[src/rtl/sum_pkg.sv]
// sum_rr_sched shared types: FSM state enum, default widths,
// and the requester-id width helper used by every file.
package sum_pkg;

    typedef enum logic [1:0] {
        ST_IDLE,
        ST_RUN,
        ST_DONE
    } state_t;

    localparam int DEF_DATA_W = 8;
    localparam int DEF_SUM_W  = 16;
    localparam int DEF_LEN_W  = 8;

    // Keep the id at least 1 bit wide so a 1-requester build still elaborates.
    function automatic int id_w(input int n);
        return (n < 2) ? 1 : $clog2(n);
    endfunction

endpackage

[src/rtl/sum_rr_sched_if.sv]
// Requester-side bundle of sum_rr_sched: job requests, sample stream,
// grant/ready back-pressure and the finished-job result.
// master = requesters/producers, slave = the scheduler.
interface sum_rr_sched_if #(
    parameter int NUM_REQ = 2,
    parameter int DATA_W  = 8,
    parameter int SUM_W   = 16,
    parameter int LEN_W   = 8
);
    import sum_pkg::*;

    localparam int IDW = id_w(NUM_REQ);

    logic [NUM_REQ-1:0]        i_req;
    logic [NUM_REQ*LEN_W-1:0]  i_len;
    logic [NUM_REQ-1:0]        i_valid;
    logic [NUM_REQ*DATA_W-1:0] i_data;
    logic [NUM_REQ-1:0]        o_ready;
    logic [NUM_REQ-1:0]        o_gnt;
    logic                      o_busy;
    logic                      o_done;
    logic [IDW-1:0]            o_done_id;
    logic [SUM_W-1:0]          o_sum;
    logic                      o_overflow;

    modport master (
        output i_req, i_len, i_valid, i_data,
        input  o_ready, o_gnt, o_busy, o_done,
        input  o_done_id, o_sum, o_overflow
    );

    modport slave (
        input  i_req, i_len, i_valid, i_data,
        output o_ready, o_gnt, o_busy, o_done,
        output o_done_id, o_sum, o_overflow
    );

endinterface

[src/rtl/sum_rr_arb.sv]
// Combinational round-robin pick: first set req bit at or above ptr,
// wrapping upward. Ports: req, ptr in; one-hot gnt, binary id, any out.
module sum_rr_arb
    import sum_pkg::*;
#(
    parameter int NUM_REQ = 2,
    parameter int IDW     = id_w(NUM_REQ)
) (
    input  logic [NUM_REQ-1:0] req,
    input  logic [IDW-1:0]     ptr,
    output logic [NUM_REQ-1:0] gnt,
    output logic [IDW-1:0]     id,
    output logic               any
);

    logic [IDW-1:0] k;

    always_comb begin
        gnt = '0;
        id  = '0;
        any = 1'b0;
        k   = '0;
        for (int i = 0; i < NUM_REQ; i++) begin
            k = IDW'((int'(ptr) + i) % NUM_REQ);
            if (!any && req[k]) begin
                any    = 1'b1;
                id     = k;
                gnt[k] = 1'b1;
            end
        end
    end

endmodule

[src/rtl/sum_rr_sched.sv]
// Round-robin scheduler sharing one accumulator among NUM_REQ requesters.
// Ports: CLK, RST_n (async, active-low), bus (sum_rr_sched_if.slave).
// Define SUM_SAT_EN to saturate the accumulator instead of wrapping.
module sum_rr_sched
    import sum_pkg::*;
#(
    parameter int NUM_REQ = 2,
    parameter int DATA_W  = DEF_DATA_W,
    parameter int SUM_W   = DEF_SUM_W,
    parameter int LEN_W   = DEF_LEN_W
) (
    input logic          CLK,
    input logic          RST_n,
    sum_rr_sched_if.slave bus
);

    localparam int IDW = id_w(NUM_REQ);

    state_t             state_q, state_d;
    logic [IDW-1:0]     ptr_q, ptr_d;
    logic [NUM_REQ-1:0] gnt_q, gnt_d;
    logic [IDW-1:0]     id_q, id_d;
    logic [LEN_W-1:0]   len_q, len_d;
    logic [LEN_W-1:0]   cnt_q, cnt_d;
    logic [SUM_W-1:0]   acc_q, acc_d;
    logic               ovf_q, ovf_d;
    logic [SUM_W-1:0]   sum_q, sum_d;
    logic               sovf_q, sovf_d;
    logic [IDW-1:0]     did_q, did_d;

    logic [NUM_REQ-1:0] arb_gnt;
    logic [IDW-1:0]     arb_id;
    logic               arb_any;

    sum_rr_arb #(
        .NUM_REQ(NUM_REQ),
        .IDW    (IDW)
    ) u_arb (
        .req(bus.i_req),
        .ptr(ptr_q),
        .gnt(arb_gnt),
        .id (arb_id),
        .any(arb_any)
    );

    logic [LEN_W-1:0]  k_len;
    logic [DATA_W-1:0] k_data;
    logic              live;
    logic [SUM_W:0]    ext;
    logic [SUM_W-1:0]  acc_add;
    logic [LEN_W-1:0]  cnt_inc;
    logic [IDW-1:0]    ptr_inc;

    assign k_len  = bus.i_len[int'(arb_id)*LEN_W +: LEN_W];
    assign k_data = bus.i_data[int'(id_q)*DATA_W +: DATA_W];
    // Ready is withdrawn as soon as the owner drops its request.
    assign live   = (state_q == ST_RUN) && bus.i_req[id_q];
    assign ext    = {1'b0, acc_q}
                  + {{(SUM_W+1-DATA_W){1'b0}}, k_data};

`ifdef SUM_SAT_EN
    assign acc_add = ext[SUM_W] ? '1 : ext[SUM_W-1:0];
`else
    assign acc_add = ext[SUM_W-1:0];
`endif

    assign cnt_inc = cnt_q + 1'b1;
    assign ptr_inc = (id_q == IDW'(NUM_REQ-1)) ? '0 : id_q + 1'b1;

    always_comb begin
        state_d = state_q;
        ptr_d   = ptr_q;
        gnt_d   = gnt_q;
        id_d    = id_q;
        len_d   = len_q;
        cnt_d   = cnt_q;
        acc_d   = acc_q;
        ovf_d   = ovf_q;
        sum_d   = sum_q;
        sovf_d  = sovf_q;
        did_d   = did_q;
        unique case (state_q)
            ST_IDLE: begin
                if (arb_any) begin
                    gnt_d = arb_gnt;
                    id_d  = arb_id;
                    len_d = k_len;
                    cnt_d = '0;
                    acc_d = '0;
                    ovf_d = 1'b0;
                    if (k_len == '0) begin
                        state_d = ST_DONE;
                        sum_d   = '0;
                        sovf_d  = 1'b0;
                        did_d   = arb_id;
                    end else begin
                        state_d = ST_RUN;
                    end
                end
            end
            ST_RUN: begin
                if (!bus.i_req[id_q]) begin
                    state_d = ST_IDLE;
                    gnt_d   = '0;
                    ptr_d   = ptr_inc;
                end else if (bus.i_valid[id_q]) begin
                    acc_d = acc_add;
                    ovf_d = ovf_q | ext[SUM_W];
                    cnt_d = cnt_inc;
                    // Result is published on entry so it lines up with o_done.
                    if (cnt_inc == len_q) begin
                        state_d = ST_DONE;
                        sum_d   = acc_add;
                        sovf_d  = ovf_q | ext[SUM_W];
                        did_d   = id_q;
                    end
                end
            end
            ST_DONE: begin
                state_d = ST_IDLE;
                gnt_d   = '0;
                ptr_d   = ptr_inc;
            end
            default: state_d = ST_IDLE;
        endcase
    end

    always_ff @(posedge CLK or negedge RST_n) begin
        if (!RST_n) begin
            state_q <= ST_IDLE;
            ptr_q   <= '0;
            gnt_q   <= '0;
            id_q    <= '0;
            len_q   <= '0;
            cnt_q   <= '0;
            acc_q   <= '0;
            ovf_q   <= 1'b0;
            sum_q   <= '0;
            sovf_q  <= 1'b0;
            did_q   <= '0;
        end else begin
            state_q <= state_d;
            ptr_q   <= ptr_d;
            gnt_q   <= gnt_d;
            id_q    <= id_d;
            len_q   <= len_d;
            cnt_q   <= cnt_d;
            acc_q   <= acc_d;
            ovf_q   <= ovf_d;
            sum_q   <= sum_d;
            sovf_q  <= sovf_d;
            did_q   <= did_d;
        end
    end

    assign bus.o_ready    = live ? gnt_q : '0;
    assign bus.o_gnt      = gnt_q;
    assign bus.o_busy     = (state_q != ST_IDLE);
    assign bus.o_done     = (state_q == ST_DONE);
    assign bus.o_done_id  = did_q;
    assign bus.o_sum      = sum_q;
    assign bus.o_overflow = sovf_q;

endmodule

[src/flat_wrapper.sv]
// flat-port wrapper written by rule: the top's interface ports become plain ports
module sum_rr_sched_flat import sum_pkg::*;
#(
    parameter int NUM_REQ = 2,
    parameter int DATA_W  = DEF_DATA_W,
    parameter int SUM_W   = DEF_SUM_W,
    parameter int LEN_W   = DEF_LEN_W
)
  (CLK, RST_n, bus_i_req, bus_i_len, bus_i_valid, bus_i_data, bus_o_ready, bus_o_gnt, bus_o_busy, bus_o_done, bus_o_done_id, bus_o_sum, bus_o_overflow);
  sum_rr_sched_if #(.NUM_REQ(NUM_REQ), .DATA_W(DATA_W), .SUM_W(SUM_W), .LEN_W(LEN_W)) bus_i ();
  input logic CLK;
  input logic RST_n;
  input wire logic [$bits(bus_i.i_req)-1:0] bus_i_req;
  input wire logic [$bits(bus_i.i_len)-1:0] bus_i_len;
  input wire logic [$bits(bus_i.i_valid)-1:0] bus_i_valid;
  input wire logic [$bits(bus_i.i_data)-1:0] bus_i_data;
  output wire logic [$bits(bus_i.o_ready)-1:0] bus_o_ready;
  output wire logic [$bits(bus_i.o_gnt)-1:0] bus_o_gnt;
  output wire logic [$bits(bus_i.o_busy)-1:0] bus_o_busy;
  output wire logic [$bits(bus_i.o_done)-1:0] bus_o_done;
  output wire logic [$bits(bus_i.o_done_id)-1:0] bus_o_done_id;
  output wire logic [$bits(bus_i.o_sum)-1:0] bus_o_sum;
  output wire logic [$bits(bus_i.o_overflow)-1:0] bus_o_overflow;
  assign bus_i.i_req = bus_i_req;
  assign bus_i.i_len = bus_i_len;
  assign bus_i.i_valid = bus_i_valid;
  assign bus_i.i_data = bus_i_data;
  assign bus_o_ready = bus_i.o_ready;
  assign bus_o_gnt = bus_i.o_gnt;
  assign bus_o_busy = bus_i.o_busy;
  assign bus_o_done = bus_i.o_done;
  assign bus_o_done_id = bus_i.o_done_id;
  assign bus_o_sum = bus_i.o_sum;
  assign bus_o_overflow = bus_i.o_overflow;
  sum_rr_sched #(.NUM_REQ(NUM_REQ), .DATA_W(DATA_W), .SUM_W(SUM_W), .LEN_W(LEN_W)) u_core (.CLK(CLK), .RST_n(RST_n), .bus(bus_i));
endmodule
[config.mk]
export PLATFORM = sky130hd
export DESIGN_NAME = sum_rr_sched_flat
export DESIGN_NICKNAME = d
export VERILOG_FILES = /design/src/rtl/sum_pkg.sv /design/src/rtl/sum_rr_sched_if.sv /design/src/rtl/sum_rr_arb.sv /design/src/rtl/sum_rr_sched.sv /design/src/flat_wrapper.sv
export SDC_FILE = /design/constraint.sdc
export NUM_CORES = 1
export LEC_CHECK = 0
export ABC_AREA = 0
export BUFFER_PORTS_ARGS = -buffer_cell sky130_fd_sc_hd__buf_4
export CORE_MARGIN = 2
export CORE_UTILIZATION = 50
export DETAILED_ROUTE_END_ITERATION = 10
export PLACE_DENSITY = 0.72
export SKIP_LAST_GASP = 1
export SYNTH_ARGS = -nofsm -noshare
export SYNTH_HDL_FRONTEND = slang
export SYNTH_SLANG_ARGS = --single-unit
[constraint.sdc]
create_clock -name CLK -period 3.5 [get_ports CLK]
set_clock_uncertainty 0.2 [all_clocks]
set_input_delay 0.7 -clock CLK [delete_from_list [all_inputs] [get_ports CLK]]
set_output_delay 0.7 -clock CLK [all_outputs]
set_load 0.03 [all_outputs]
Word level (Yosys, flattened, before mapping)
Index checks and enable logic that the tools add are counted.
{"block": "op_classes", "bitwise_logic": 2, "n_lt_le_gt_ge": 5, "n_mux": 61, "shift": 2, "n_reduce_logical": 17, "eq_ne": 11, "n_addsub": 4}
{"op": "$mux W16", "n": 8}
{"op": "$pmux W16 S2", "n": 2}
{"op": "$shiftx A16 B5 Y8", "n": 2}
{"op": "$mux W1", "n": 29}
{"op": "$mux W8", "n": 3}
{"op": "$mux W2", "n": 10}
{"op": "$add A16 B8 Y17", "n": 1}
{"op": "$pmux W8 S2", "n": 1}
{"op": "$add A8 B1 Y8 const B", "n": 1}
{"op": "$eq A8 B8 Y1", "n": 1}
{"op": "$logic_not A8 Y1", "n": 1}
{"op": "$ne A2 B2 Y1 const B", "n": 4}
{"op": "$pmux W1 S2", "n": 4}
{"op": "$lt A1 B2 Y1 const B", "n": 3}
{"op": "$ne A3 B3 Y1 const B", "n": 2}
{"op": "$pmux W2 S3", "n": 1}
{"op": "$reduce_and A3 Y1", "n": 2}
{"op": "$reduce_and A6 Y1", "n": 1}
{"op": "$reduce_bool A2 Y1", "n": 3}
{"op": "$logic_and A1 B1 Y1", "n": 4}
{"op": "$ne A2 B1 Y1 const B", "n": 2}
{"op": "$pmux W2 S2", "n": 1}
{"op": "$reduce_and A2 Y1", "n": 2}
{"op": "$reduce_and A4 Y1", "n": 1}
{"op": "10 further kinds", "n": 13}
{"block": "word_totals", "wordCells": 113, "in_bits": 38, "output_inout_bits": 24, "regBits": 57}

Logic depth before layout (Yosys ltp)
{"block": "depth", "depth_word": 11, "ltp_mapped": 11, "depth_no_buf": 9}

Cells and area by module
A second synthesis with hierarchy kept.
{"block": "hier_totals", "cells_unflattened": 368, "hier_area_um2": 3498.4}
{"mod": "sum_rr_sched", "seq_area_each_um2": 1426.4, "instances": 1, "cells_each": 363, "area_per_inst_um2": 3465.8}
{"mod": "sum_rr_arb", "seq_area_each_um2": 0.0, "instances": 1, "cells_each": 5, "area_per_inst_um2": 32.5}

Least setup slack after synthesis
No wires, ideal clock.
{"block": "synth_timing", "path_type": "reg2reg", "start": "register u_core.id_q", "end": "register u_core.sum_q[8] (netlist: u_core.bus.o_sum[8])", "setup_slack_ns": 0.274, "t_required_ns": 3.231, "arrival_time_ns": 2.957, "period_less_slack_ns": 3.226, "path_buffers": 2, "stages_incl_launch_ff": 12, "setup_time_ns": 0.069, "path_cell_list": "dfrtp_1 clkbuf_1 clkbuf_1 mux2_2 ha_1 fa_1 a211oi_1 o21a_1 o21ai_1 xnor2_1 or4_1 nand3_1"}
{"block": "synth_between", "elab_chain_len": 6, "word_cells_on_any_way": 13, "cone_classes": "add/sub (1); eq/ne (2); shift (1); mux (8); reduce/logical (1)"}
{"element": "from (decl)", "line": "sum_rr_sched.sv:22", "source": "logic [IDW-1:0] id_q, id_d;"}
{"element": "from (signal assigned)", "line": "sum_rr_sched.sv:145", "source": "id_q <= id_d;"}
{"element": "$shiftx A16 B5 Y8", "line": "sum_rr_sched.sv:55", "source": "assign k_data = bus.i_data[int'(id_q)*DATA_W +: DATA_W];"}
{"element": "$add A16 B8 Y17", "line": "sum_rr_sched.sv:59", "source": "+ {{(SUM_W+1-DATA_W){1'b0}}, k_data};"}
{"element": "$mux W16", "line": "sum_rr_sched.sv:111", "source": "if (cnt_inc == len_q) begin"}
{"element": "$mux W16", "line": "sum_rr_sched.sv:106", "source": "end else if (bus.i_valid[id_q]) begin"}
{"element": "$mux W16", "line": "sum_rr_sched.sv:102", "source": "if (!bus.i_req[id_q]) begin"}
{"element": "$pmux W16 S2", "line": "sum_rr_sched.sv:82", "source": "unique case (state_q)"}
{"element": "to (signal assigned)", "line": "sum_rr_sched.sv:150", "source": "sum_q <= sum_d;"}
{"element": "to (decl)", "line": "sum_rr_sched.sv:27", "source": "logic [SUM_W-1:0] sum_q, sum_d;"}
Parallel ways exist; a longest one is shown, timed or not. The select of a mux whose other input is x is not followed.
A chain may end at the register's enable or synchronous reset.

Worst setup path after layout
Ends and elaborated chain as after synthesis.

==> out/metrics.sh <==
FINALWIRELENGTH_UM=8330
CORE_AREA_UM2=6830
GLOBAL_ROUTE.USAGE.MET3_PCT=4.43
LAYOUT_WORST_PATH_CYCLE_SHARE_PCT=90.3
SYNTHDOMINANTAREACELLTYPE='sky130_fd_sc_hd__dfrtp_1'
RUN_STATUS='complete, no violations'
MAXIMUM_NUMBER_OF_PINS_ON_ONE_NET_BEFORE_GLOBAL_ROUTE_REPAIR=58
VIAS=3173
WIRE_PER_INST_UM=15.3
FINAL.HOLD.WORST_SLACK_NS=0.210
CTS.ROOT.BUFFER_CELL='sky130_fd_sc_hd__clkbuf_8'
WORST-SETUP-PATH-TYPE='reg -> reg'
YOSYS.CELL_TYPES.COUNT=57
FINALNONFILLERCELLS=546
SYN-INSTANCE-COUNT=391
POST_SYNTHESIS_TO_FINAL_LAYOUT_AREA_GROWTH_PCT=20.6
SYNTH_TOP_CELLS_BY_AREA='sky130_fd_sc_hd__dfrtp_1 (40%), sky130_fd_sc_hd__nand2_1 (6.0%), sky130_fd_sc_hd__o21ai_0 (5.2%)'
GRT_MOST_USED_LAYER='met2'
GRT_PASS1_WL_UM=13800
DP.CELLS=530
ROUTE.DETAILED.VIAS_PER_INST=5.81
FIRST_GLOBAL_VIAS=2983
TRITONCTS.NUM_BUFFERS=9
POWER.DENSITY_nW_PER_UM2=831
ENDPOINT_KIND='register'
IO_PINS=62
TIMING_WORST_SLEW_PIN_VALUE_NS=0.931
HTREEDEPTH=3
CP-START-KIND='register'
GLOBALROUTE.TOTALOVERFLOW=0
ANTENNA_VIOLATIONS_BEFORE_REPAIR=0
LAYOUT_MIN_CYCLE_TIME_NS=3.16
CTS.CLK_SLEW.WORST_PATHS_NS=0.07
LAYOUT.FILLER_CELLS=615
TOTAL_LEAKAGE_POWER_nW=1.96
WORSTPATHARRIVAL_NS=3.24
PLACED_WIRE_LENGTH_ESTIMATE_AFTER_DETAILED_PLACEMENT_UM=5900
CLOCK_INSERTION_DELAY_WORST_SKEW_NS=0.34
CLOCK-SINKS=57
PORT_BUFFERS=61
TIMING.HOLD.WORST.CLASS='in -> async'
MAXCLOCKFREQUENCY_MHz=316
DIE_WIDTH_UM=88.2
YS.FLOP_TYPE='sky130_fd_sc_hd__dfrtp_1'
PATH_BUF_INV=0
POST_CTS_RESIZE_COUNT=0
MAPPEDNETLISTNETS=443
MET2_USAGE_PCT=37.6
SYNTH.TOP_CELL.AREA_SHARE_PCT=40.3
INITIAL_CORE_UTIL_PCT=51.8
CTS_TREE='yes'
TIMING.MAX_SLEW.REL_SLACK_PCT=37.5
ANTENNADIODECOUNT=0
POSTSYNTH.ASYNCRESETSHARE_PCT=100
PLACE.GP.CONGESTION=0.871
LAYOUT_CELLS_SIZED_ABOVE_1_PCT=21.1
CRIT_PATH_MAX_INCR_DELAY_NS=0.58
WORST-R2R-SETUP-SLACK_NS=0.34
POST_SYNTHESIS_CELL_AREA_UM2=3540
ROWS=30
GRT.TOTAL_USAGE_PCT=22.8
PEAK_FANOUT_ALONG_THE_CRITICAL_PATH=9
SYNTH-SEQ-CELLS=57
CTS_HOLD_BUF=0
CPMAXSTAGEDELAYCELL='sky130_fd_sc_hd__dfrtp_1'
HOLD_VIOL=0
SYNTH-EDFF-COUNT=0
ANTENNA_VIOLATING_NETS_POST_ROUTE=0
DETAIL_ROUTE.DRC_VIOLATIONS=0
MEAN_SYN_CELL_AREA_UM2=9.06
CTS.PATH.MAX_BUFFERS=2
DRV_CAP=0
FLOORPLAN.DIE_AREA_UM2=7770
GR-USAGE-MET1_PCT=30.0
FINAL_NET_COUNT=497
DRT_FIRST_PASS_ITERS=4
IR_WORST_VDD_mV=0.750
SYNTH.YOSYS.SEQ_AREA_SHARE_PCT=40.3
SETUP_TNS_NS=0
POSTCTSSETUPBUFFERS=0
SETUP_VIOLATIONS=0
CRIT_PATH_CELL_TRACE='mux2_2 -> ha_1 -> fa_1 -> a211oi_1 -> o21a_1 -> o21ai_1 -> xnor2_1 -> or4_1 -> nand3_1'
TIMING.CRITICAL_PATH.MAX_DELAY_FAMILY='adder cells'
UNREPAIRED_SETUP_ENDPOINTS_AFTER_GLOBAL_ROUTING='false'
INITIALDRTVIOLATIONCOUNT=215
SYNTH-WARNING-COUNT=0
FINAL-MAX-SLEW-VIOLATION-COUNT=0
TIMING.CRITICAL_PATH.REQUIRED_NS=3.58
DIE-HEIGHT_UM=88.2
## where the power goes
part / switching (mW) / internal [mW]
registers: 0.190 / 0.868
clock network: 0.263 / 0.387
logic: 1.14 / 0.708
## cells by family (layout without fill, tap and decap cells)
group / after synthesis / after routing / share of synthesized area, %
simple gates: 142 / 142 / 20.2
mux: 22 / 22 / 6.50
buf+inv: 32 / 91 / 3.78
fa+ha+maj: 14 / 14 / 5.16
compound gates: 104 / 104 / 19.2
xor+xnor: 20 / 20 / 4.95
flops: 57 / 57 / 40.3
## registers in the layout, indices dropped and copies added (netlist names)
name / cells
u_core.id_q: 1
u_core.bus.o_done_id: 1
u_core.acc_q: 16
u_core.state_q: 2
u_core.bus.o_overflow: 1
u_core.bus.o_gnt: 2
u_core.ptr_q: 1
u_core.cnt_q: 8
u_core.len_q: 8
u_core.ovf_q: 1
u_core.bus.o_sum: 16
## path summary, 6_finish.rpt
path                                             to            start  cells after the start
worst min register to register      u_core.acc_q[0]  u_core.acc_q[0]                      2
worst min-delay path            u_core.bus.o_sum[3]            RST_n                      1
max in group asynchronous           u_core.cnt_q[1]            RST_n                      1
worst max-delay path            u_core.bus.o_sum[8]      u_core.id_q                      9
min in group CLK                    u_core.acc_q[0]  u_core.acc_q[0]                      2
worst max register to register  u_core.bus.o_sum[8]      u_core.id_q                      9
## cell usage in the layout (no fill, tap or decap), types with 2 or more instances in the layout
| cell | instances |
|---|---|
| sky130_fd_sc_hd__and4_1 | 4 |
| sky130_fd_sc_hd__and2_1 | 4 |
| sky130_fd_sc_hd__nand3b_1 | 3 |
| sky130_fd_sc_hd__o21ai_0 | 37 |
| sky130_fd_sc_hd__mux2i_1 | 14 |
| sky130_fd_sc_hd__o41ai_1 | 2 |
| sky130_fd_sc_hd__inv_1 | 6 |
| sky130_fd_sc_hd__nor3_1 | 3 |
| sky130_fd_sc_hd__nand2_1 | 57 |
| sky130_fd_sc_hd__nor4_1 | 2 |
| sky130_fd_sc_hd__mux2_2 | 8 |
| sky130_fd_sc_hd__a21oi_1 | 10 |
| sky130_fd_sc_hd__a21o_1 | 5 |
| sky130_fd_sc_hd__nand4bb_1 | 2 |
| sky130_fd_sc_hd__clkbuf_1 | 2 |
| sky130_fd_sc_hd__nand4_1 | 2 |
| sky130_fd_sc_hd__clkbuf_8 | 12 |
| sky130_fd_sc_hd__o311ai_1 | 7 |
| sky130_fd_sc_hd__xnor2_1 | 9 |
| sky130_fd_sc_hd__nand2b_1 | 3 |
| sky130_fd_sc_hd__nand3_1 | 28 |
| sky130_fd_sc_hd__ha_1 | 13 |
| sky130_fd_sc_hd__or3_1 | 4 |
| sky130_fd_sc_hd__a211o_1 | 2 |
| sky130_fd_sc_hd__buf_4 | 68 |
| sky130_fd_sc_hd__nor2b_1 | 3 |
| sky130_fd_sc_hd__or4_1 | 6 |
| sky130_fd_sc_hd__o21ai_1 | 3 |
| sky130_fd_sc_hd__o21a_1 | 3 |
| sky130_fd_sc_hd__xor2_1 | 11 |
| sky130_fd_sc_hd__a211oi_1 | 2 |
| sky130_fd_sc_hd__dfrtp_1 | 57 |
| sky130_fd_sc_hd__nor2_1 | 12 |
| sky130_fd_sc_hd__a31oi_1 | 8 |
| sky130_fd_sc_hd__o211ai_1 | 5 |
| sky130_fd_sc_hd__nor3b_1 | 2 |
| sky130_fd_sc_hd__and3_1 | 4 |
| sky130_fd_sc_hd__o31ai_1 | 8 |
## cell type report
type                       instances  area [um^2]  share of cell area (%)
tap                               96          120                    2.81
sequential                        57         1430                    33.4
clock buffer                      14          173                    4.04
clock inverter                     2         35.0                   0.820
timing repair buffer              68          510                    11.9
multi-input combinational        302         1980                    46.4
inverter                           7         26.3                   0.615
## synth_stat cells, types with 5 or more instances
library cell,instances
sky130_fd_sc_hd__mux2_2,8
sky130_fd_sc_hd__a31oi_1,8
sky130_fd_sc_hd__o311ai_1,7
sky130_fd_sc_hd__mux2i_1,14
sky130_fd_sc_hd__nand2_1,57
sky130_fd_sc_hd__xnor2_1,9
sky130_fd_sc_hd__xor2_1,11
sky130_fd_sc_hd__or4_1,6
sky130_fd_sc_hd__nor2_1,12
sky130_fd_sc_hd__dfrtp_1,57
sky130_fd_sc_hd__o31ai_1,8
sky130_fd_sc_hd__clkbuf_1,18
sky130_fd_sc_hd__inv_1,6
sky130_fd_sc_hd__a21o_1,5
sky130_fd_sc_hd__o211ai_1,5
sky130_fd_sc_hd__ha_1,13
sky130_fd_sc_hd__o21ai_0,37
sky130_fd_sc_hd__a21oi_1,10
sky130_fd_sc_hd__nand3_1,28
## metrics by stage
step / cell area (um^2) / util [%] / power (mW) / setup slack [ns]
finish: 4270 / 62.5 / 3.55 / 0.339
global route: 4270 / 62.5 / 3.83 / 0.109
CTS: 4270 / 62.5 / 3.57 / 0.291
detailed placement: 4070 / 59.5 / 2.91 / 0.208
global placement: 4070 / 59.5 / 2.86 / 0.305
floorplan: 3540 / - / 2.38 / 0.274
## layer usage
metal | vias up | wire length (um)
met1 | 1541 | 3870
met4 | 0 | 125
met2 | 75 | 3980
met5 | - | 0
li1 | 1546 | -
met3 | 11 | 354
## worst reg2reg max path, delay by kind of cell, from the launching register on
family                   cells  cell delay [ns]
adder cells (fa/ha/maj)      2             0.65
flip-flops                   1             0.58
XOR/XNOR                     1             0.18
multiplexers                 1             0.40
AO/OA/AOI/OAI                3             0.61
AND/OR/NAND/NOR              2             0.50
Power figures use the tool's default switching activity.
